<file path="src/rtl/sample_pacer_pkg.sv">
// rtl/sample_pacer_pkg.sv - shared state encoding and default sizes for the sample pacer
package sample_pacer_pkg;

    localparam int NB_DEF     = 12;
    localparam int DEPTH_DEF  = 8;
    localparam int RATE_W_DEF = 8;

    typedef enum logic [1:0] {
        IDLE  = 2'd0,
        COUNT = 2'd1,
        WAIT  = 2'd2
    } pacer_state_t;

endpackage

</file>
<file path="src/rtl/sync_fifo.sv">
// rtl/sync_fifo.sv - register-array FIFO with occupancy count; overflowing push and empty pop are ignored
module sync_fifo #(
    parameter int NB    = 12,
    parameter int DEPTH = 8
) (
    input  logic                     clk,
    input  logic                     rst,
    input  logic                     push,
    input  logic [NB-1:0]            din,
    input  logic                     pop,
    output logic [NB-1:0]            dout,
    output logic [$clog2(DEPTH):0]   level,
    output logic                     full,
    output logic                     empty
);
    localparam int AW = $clog2(DEPTH);

    logic [NB-1:0] mem [DEPTH];
    logic [AW-1:0] wr_ptr;
    logic [AW-1:0] rd_ptr;
    logic [AW:0]   count;
    logic          do_push;
    logic          do_pop;

    assign full    = (count == (AW+1)'(DEPTH));
    assign empty   = (count == '0);
    assign do_push = push && !full;
    assign do_pop  = pop && !empty;
    assign dout    = mem[rd_ptr];
    assign level   = count;

    // Pointers wrap for free because DEPTH is a power of two.
    always_ff @(posedge clk or posedge rst) begin
        if (rst) begin
            wr_ptr <= '0;
            rd_ptr <= '0;
            count  <= '0;
        end else begin
            if (do_push) wr_ptr <= wr_ptr + AW'(1);
            if (do_pop)  rd_ptr <= rd_ptr + AW'(1);
            case ({do_push, do_pop})
                2'b10:   count <= count + (AW+1)'(1);
                2'b01:   count <= count - (AW+1)'(1);
                default: count <= count;
            endcase
        end
    end

    always_ff @(posedge clk) begin
        if (do_push) mem[wr_ptr] <= din;
    end

endmodule

</file>
<file path="src/rtl/sample_pacer.sv">
// rtl/sample_pacer.sv - buffers bursty samples and releases one every rate cycles to the filter
module sample_pacer
    import sample_pacer_pkg::*;
#(
    parameter int NB     = NB_DEF,
    parameter int DEPTH  = DEPTH_DEF,
    parameter int RATE_W = RATE_W_DEF
) (
    input  logic                     clk,
    input  logic                     rst,
    input  logic                     vIn,
    input  logic [NB-1:0]            dIn,
    output logic                     rdy,
    input  logic                     en,
    input  logic [RATE_W-1:0]        rate,
    output logic [NB-1:0]            dOut,
    output logic                     vOut,
    output logic [$clog2(DEPTH):0]   level,
    output logic                     ovf,
    output logic                     udf
);
    pacer_state_t      state;
    logic [RATE_W-1:0] cnt;
    logic [RATE_W-1:0] reload;
    logic [NB-1:0]     head;
    logic              full;
    logic              empty;
    logic              push;
    logic              pop_now;

    assign rdy    = !full;
    assign push   = vIn && rdy;
    assign reload = (rate == '0) ? '0 : rate - RATE_W'(1);

    sync_fifo #(.NB(NB), .DEPTH(DEPTH)) u_fifo (
        .clk   (clk),
        .rst   (rst),
        .push  (push),
        .din   (dIn),
        .pop   (pop_now),
        .dout  (head),
        .level (level),
        .full  (full),
        .empty (empty)
    );

    // Empty is taken from the registered count, so a same-edge write never falls through.
    always_comb begin
        pop_now = 1'b0;
        case (state)
            COUNT:   pop_now = en && (cnt == '0) && !empty;
            WAIT:    pop_now = en && !empty;
            default: pop_now = 1'b0;
        endcase
    end

    always_ff @(posedge clk or posedge rst) begin
        if (rst) begin
            state <= IDLE;
            cnt   <= '0;
            dOut  <= '0;
            vOut  <= 1'b0;
            ovf   <= 1'b0;
            udf   <= 1'b0;
        end else begin
            vOut <= pop_now;
            if (pop_now)      dOut <= head;
            if (vIn && !rdy)  ovf  <= 1'b1;
            case (state)
                IDLE: begin
                    if (en) state <= COUNT;
                end
                COUNT: begin
                    if (!en) begin
                        state <= IDLE;
                    end else if (cnt == '0) begin
                        if (!empty) begin
                            cnt <= reload;
                        end else begin
                            udf   <= 1'b1;
                            state <= WAIT;
                        end
                    end else begin
                        cnt <= cnt - RATE_W'(1);
                    end
                end
                WAIT: begin
                    if (!en) begin
                        state <= IDLE;
                    end else if (!empty) begin
                        cnt   <= reload;
                        state <= COUNT;
                    end
                end
                default: state <= IDLE;
            endcase
        end
    end

endmodule

</file>
<file path="config.mk">
export PLATFORM = sky130hd
export DESIGN_NAME = sample_pacer
export DESIGN_NICKNAME = d
export VERILOG_FILES = /design/src/rtl/sample_pacer_pkg.sv /design/src/rtl/sync_fifo.sv /design/src/rtl/sample_pacer.sv
export SDC_FILE = /design/constraint.sdc
export NUM_CORES = 1
export LEC_CHECK = 0
export ABC_AREA = 1
export CAP_MARGIN = 20
export CORE_AREA = 2 2 114 171
export CTS_BUF_LIST = sky130_fd_sc_hd__clkbuf_8
export DETAILED_ROUTE_END_ITERATION = 10
export DIE_AREA = 0 0 116 173
export GPL_ROUTABILITY_DRIVEN = 0
export PLACE_DENSITY = 0.57
export SLEW_MARGIN = 5
export SYNTH_ARGS = -nofsm -noshare
export SYNTH_HDL_FRONTEND = slang
export SYNTH_HIERARCHICAL = 1
export SYNTH_SLANG_ARGS = --single-unit
</file>
<file path="constraint.sdc">
create_clock -name clk -period 7.41 [get_ports clk]
set_input_delay 1.1115 -clock clk [delete_from_list [all_inputs] [get_ports clk]]
set_output_delay 1.1115 -clock clk [all_outputs]
set_load 0.05 [all_outputs]
</file>
==> results of run 1 <==
flip-flops by register name, summed over array words and instances, names as in the netlist:
signal and flops:
u_fifo/level 4, vOut 1, u_fifo/mem 96, udf 1
ovf 1, u_fifo/rd_ptr 3, u_fifo/wr_ptr 3, dOut 12
state 2, cnt 8
path summary, 6_finish.rpt:
kind	from	to	cells past startpoint
worst max register to register	u_fifo/level[0]	u_fifo/level[3]	15
worst min register to register	udf	udf	1
min in group asynchronous	rst	ovf	2
worst max-delay path	en	u_fifo/level[3]	12
worst min-delay path	udf	udf	1
max in group asynchronous	rst	state[1]	3
stage by stage:
step                      setup slack (ns)  power [mW]  std cells
final                                 4.28        2.78       1025
after global routing                  4.03        3.02       1025
after CTS                             4.27        2.82       1024
after detailed placement              3.83        2.33        993
after global placement                3.86        2.32        993
after floorplan                       4.47        2.02        720
per-layer routing:
metal / part of all wire / vias up
met1: 0.44 / 2055
met3: 0.025 / 16
met5: 0 / -
li1: - / 2307
met2: 0.52 / 60
met4: 0.018 / 0
where the power goes:
group	switching, mW	leakage (nW)	total (mW)	internal (mW)
combinational	0.808	1.80	1.20	0.391
sequential	0.137	1.31	1.10	0.962
clock	0.264	0.156	0.483	0.219
cell usage after synthesis:
cell	count
nand2_1	272
nor2_1	117
edfxtp_1	96
inv_1	86
dfrtp_1	35
nand3_1	27
ha_1	13
buf_6	10
o21ai_0	10
nor3_1	8
buf_2	6
buf_4	6
xnor2_1	6
nor2_2	4
xor2_1	4
a21oi_1	2
inv_2	2
nand2_2	2
o21bai_1	2
or2_2	2
a21oi_2	1
clkbuf_1	1
clkinv_2	1
fa_1	1
nand3_2	1
nand3b_1	1
nand4_1	1
nand4_4	1
o21bai_4	1
o22ai_1	1
critical path: cells and delay by family:
family / cells / cell delay [ns]
and+or+nand+nor: 7 / 0.93
adders and majority gates: 2 / 0.49
buffers and inverters: 3 / 0.92
final cells by class:
type                    instances  area share
repair buffers                 45      0.0634
clock buffers                  17      0.0319
clock inverters                14      0.0104
well taps                     252      0.0430
flip-flops and latches        131       0.513
inverters                      89      0.0457
multi-input cells             477       0.293
logic make-up (layout without fill, tap and decap cells):
group | after synthesis | after routing
simple gates | 436 | 436
flops | 131 | 131
buf+inv | 112 | 165
compound gates | 17 | 17
fa+ha+maj | 14 | 14
xor+xnor | 10 | 10
==> reports/results.txt, run 1 <==
Outcome = finished, final reports clean
Hold WC Path Type = flop to flop
WP data required = 7.75 ns
Pre-antenna DRT Iters = 4
Post-Syn Nets = 758
GR Util All Layers = 0.140
Worst skew pair latency = 0.44 ns
Total gr overflow = 0
Routed wire per std cell = 13.0 um
Minimum hold slack = 0.479 ns
Syn. warnings = 6
Clock Tree Root = clkbuf_8
Post-Synth XOR/XNOR Area = 0.0137
Post-synth cell types = 30
Max-Cap Viols = 0
DRC = 0
Global route hottest layer = met2
H-tree levels = 4
Final ANT Viol Nets = 0
Met3 usage = 0.0336
Post-synthesis adder-cell area fraction = 0.0286
WS Path Type = input pin to flop
Sequential area share after synthesis = 0.588
Most used cell, CP = nand2_1
Commonest non-fill, non-tap cells in the layout = 272 x nand2_1, 117 x nor2_1, 96 x edfxtp_1
Static leakage = 3.27 nW
VDD IR max = 0.000127 V
Full die area = 20,100 um2
Largest family of logic cells by synthesized area = simple AND/OR/NAND/NOR gates
Share of cells above drive strength 1 = 0.0660
Post-Synth Simple-Gate Area = 0.271
Wire length of the first global-routing pass = 21,400 um
Mux cell area share after synthesis = 0
#FFs+latches synth = 131
Met2 usage = 0.246
Chip Width = 116 um
CP max stage delay = 0.57 ns
Cell area after synthesis = 6390 um2
Syn Inst Count = 720
FP Rows = 61
CTS max path bufs = 2
CTS tree = yes
Layout net count = 799
Worst-path clk slew = 0.07 ns
CP endpoint kind = flop
Period utilization = 0.422
Port bufs = 43
DP HPWL = 9290 um
Slew @ Worst Pin = 1.06 ns
Hold Buf Count CTS = 0
Post-CTS Setup Bufs = 0
Peak Freq = 0.320 GHz
Vias in the first global route = 4,226
PwrDens = 379 nW/um2
Synth Area in Compound Gates = 0.0170
Hold Fails Final Rpt = 0
Die Ht = 173 um
Commonest non-fill, non-tap cell in the layout = nand2_1
Design area = 7340 um2
Slew Viols, Final = 0
Reg area = 3760 um2
Setup TNS = 0 ns
Layout Skew = 0.00867 ns
Largest net degree at the start of global routing = 99
Total number of vias = 4,438
# IOs = 44
Starting DRC count in detailed routing = 187
RSZ-0062 raised after global routing = false
Final WL = 13,300 um
CP max FO = 14
Post-CTS Resized = 0
Critical-path cell list = clkdlybuf4s50_1, nand4_4, clkinv_2, nand2_1, inv_1, ha_1, ha_1, or2_2, nand2_1, nand2_1, nand3_1, nand2_1
Met1 GRT Util = 0.161
Flop2flop setup slack = 4.32 ns
Top-area cell type share of the netlist area = 0.451
Antenna cells = 0
Clock Sinks = 131
Top cells by area, synth = edfxtp_1 45%, nand2_1 16%, dfrtp_1 14%
Placed Area = 7000 um2
Biggest area consumer among synthesized cells = edfxtp_1
Fillcell total = 1,900
Multi-input gate area = 2150 um2
Initial antenna violation count = 0
Slowest stage cell on the critical path = clkdlybuf4s50_1
Initial Util = 0.346
Via/cell ratio = 4.33
Avg Cell Area, Syn = 8.88 um2
Fin util = 0.397
Final setup viols = 0
Core footprint = 18,500 um2
Total CTS buffers = 17
Tmin final = 3.13 ns
Crit path DAT = 3.46 ns
Post-synthesis to final-layout area growth = 14.7%
CP Launch Type = input pin
Slew HR = 0.287
No activity file was read; power rests on OpenSTA's default activity.
==> run 2, diff against run 1 <==
==> constraint.sdc (replaced) <==
create_clock -name clk -period 3.12 [get_ports clk]
set_input_delay 0.468 -clock clk [delete_from_list [all_inputs] [get_ports clk]]
set_output_delay 0.468 -clock clk [all_outputs]
set_load 0.05 [all_outputs]
==> run 2 against run 1 <==
Effect of this change: non-clock buffer count up 15; power grew to 2.5 times the previous value; clock power rose to 2.9 times the previous value; worst hold slack got worse by 0.28 ns; flip-flop and latch count unchanged; combinational power is 150% higher.
==> reports/results.txt, run 2 (synthesized netlist as in run 1, its figures left out) <==
Clock Sinks = 131 (unchanged)
Worst-path clk slew = 0.09 ns (+0.02 ns)
Via/cell ratio = 4.34 (+0.33%)
Post-CTS Resized = 0 (unchanged)
VDD IR max = 0.000335 V (+160%)
Design area = 7520 um2 (+2.5%)
Die Ht = 173 um (unchanged)
# IOs = 44 (unchanged)
Total power = 6.96 mW (+150%)
Post-synthesis to final-layout area growth = 17.6%
Commonest non-fill, non-tap cells in the layout = 272 x nand2_1, 117 x nor2_1, 96 x edfxtp_1
Max FFs per register = 96 (unchanged)
CP endpoint kind = flop
Largest Register = u_fifo/mem
Commonest non-fill, non-tap cell in the layout = nand2_1
Starting DRC count in detailed routing = 222 (+19%)
Peak Freq = 0.372 GHz
Placed Area = 7130 um2 (+1.9%)
GR Util All Layers = 0.143 (+0.00254)
DP HPWL = 9060 um (-2.5%)
Hold Buf Count CTS = 0 (unchanged)
Setup TNS = 0 ns (unchanged)
Port bufs = 43 (unchanged)
Tmin final = 2.69 ns
RR Startpoint = cnt[0]
Critical Path End = u_fifo/level[3]
Max-Cap Viols = 0 (unchanged)
CTS max path bufs = 2 (unchanged)
Layout net count = 814 (+1.9%)
Hold WC Path Type = input pin to async pin
WS Path Type = flop to flop
CTS tree = yes
Clock Tree Root = clkbuf_8
Initial antenna violation count = 0 (unchanged)
Outcome = finished, final reports clean
Final WL = 13,500 um (+1.6%)
Full die area = 20,100 um2 (unchanged)
Routed wire per std cell = 13.0 um (about the same)
Reg2reg end = u_fifo/level[3]
Antenna cells = 0 (unchanged)
R2R cell count = 15 (unchanged)
Static leakage = 3.38 nW (+3.5%)
Final setup viols = 0 (unchanged)
Hold Fails Final Rpt = 0 (unchanged)
Critical path origin = cnt[0]
Fin worst setup slack = 0.430 ns (-3.86 ns)
Crit path DAT = 3.01 ns (-0.45 ns)
Pre-CTS setup slack = 0.431 ns (-3.40 ns)
Flop2flop setup slack = 0.43 ns (-3.89 ns)
Minimum hold slack = 0.201 ns (-0.277 ns)
Total number of vias = 4,522 (+1.9%)
Comb power frac = 0.428 (-0.003)
Int Pwr = 3.96 mW (+150%)
Seq pwr share = 0.370 (-0.025)
PwrDens = 926 nW/um2 (+140%)
Worst skew pair latency = 0.43 ns (about the same)
Slew HR = 0.557 (+0.269)
P_sw = 3.00 mW (+150%)
Total gr overflow = 0 (unchanged)
Core footprint = 18,500 um2 (unchanged)
Layout Skew = 0.0164 ns (+0.00776 ns)
Largest net degree at the start of global routing = 57 (-42%)
CP max FO = 13 (-1)
Pre-antenna DRT Iters = 6 (+2)
RSZ-0062 raised after global routing = false
Period utilization = 0.862
Wire length of the first global-routing pass = 22,000 um (+2.9%)
Post-CTS Setup Bufs = 0 (unchanged)
FP Rows = 61 (unchanged)
CP Launch Type = flop
Total CTS buffers = 17 (unchanged)
Switching share of power = 0.431 (-0.00346)
Clock network fraction of total power = 0.202 (+0.028)
H-tree levels = 4 (unchanged)
Final ANT Viol Nets = 0 (unchanged)
WP data required = 3.44 ns (-4.31 ns)
Vias in the first global route = 4,408 (+4.3%)
Top flop regs = u_fifo/mem x96, dOut x12, cnt x8
Share of cells above drive strength 1 = 0.0925 (+0.0265)
Initial Util = 0.346 (unchanged)
Chip Width = 116 um (unchanged)
Slew Viols, Final = 0 (unchanged)
DRC = 0 (unchanged)
Slew @ Worst Pin = 0.665 ns (-0.398 ns)
## run 2: cell types whose count changed in the layout (fill, tap and decap cells not counted), sizes merged
cell	before	now
buf	2	17
inv	90	96
clkinv	9	4
clkinvlp	4	2
bufinv	0	1
clkbuf	17	18
## run 2: layout make-up
cell class                 instances  area [um2]
fill                            1859       10900
sequential                       131        3760
multi-input combinational        477        2150
timing repair buffer              60         571
inverter                          89         335
tap                              252         315
clock buffer                      18         248
clock inverter                    14         143
## run 2: worst min path at each step
stage,end,slack [ns],depth (start not counted),from
CTS,ovf,0.18,2,rst
global route,ovf,0.20,2,rst
finish,ovf,0.20,2,rst
detailed placement,dOut[9],0.47,2,dOut[9]
floorplan,u_fifo/level[0],0.31,1,rst
global placement,dOut[10],0.46,2,dOut[10]
## run 2: metal layers
layer,global-route usage,wire [um],up-vias,share of wire
met5,0,0,-,0
met4,0.0541,195,0,0.014
met1,0.158,5730,2101,0.42
met3,0.0270,323,14,0.024
li1,-,-,2344,-
met2,0.264,7280,63,0.54
## run 2: power by group through the flow
| stage | logic [mW] | registers (mW) | clock network [mW] |
|---|---|---|---|
| 2_1_floorplan | 1.88 | 2.93 | 0 |
| 3_3_place_gp | 3.01 | 2.61 | 0 |
| 3_5_place_dp | 3.00 | 2.62 | 0 |
| 4_1_cts | 3.02 | 2.58 | 1.45 |
| 5_1_grt | 3.36 | 2.63 | 1.52 |
| 6_report | 2.98 | 2.58 | 1.41 |
## run 2: metrics by stage
step,util,instances
CTS,0.407,1041
global route,0.407,1041
detailed placement,0.386,1009
global placement,0.386,1009
floorplan,-,720
finish,0.407,1041
## run 2: worst max-delay path, cell delays in order (launching register included)
cell      delay (ns)
dfrtp_1         0.41
inv_1           0.12
ha_1            0.16
nand2_1         0.11
o21bai_4        0.33
nand4_4         0.13
clkinv_2        0.08
nand2_1         0.12
inv_1           0.11
ha_1            0.22
ha_1            0.27
or2_2           0.31
nand2_1         0.07
nand2_1         0.04
nand3_1         0.06
nand2_1         0.05
==> run 3, diff against run 2 <==
--- a/config.mk
+++ b/config.mk
@@ -9,6 +9,7 @@
 export CAP_MARGIN = 20
 export CORE_AREA = 2 2 114 171
 export CTS_BUF_LIST = sky130_fd_sc_hd__clkbuf_8
+export CTS_CLUSTER_DIAMETER = 50
 export DETAILED_ROUTE_END_ITERATION = 10
 export DIE_AREA = 0 0 116 173
 export GPL_ROUTABILITY_DRIVEN = 0
==> results of run 3 <==
Same layout as run 2: the final DEF is identical, and so are final timing and power.
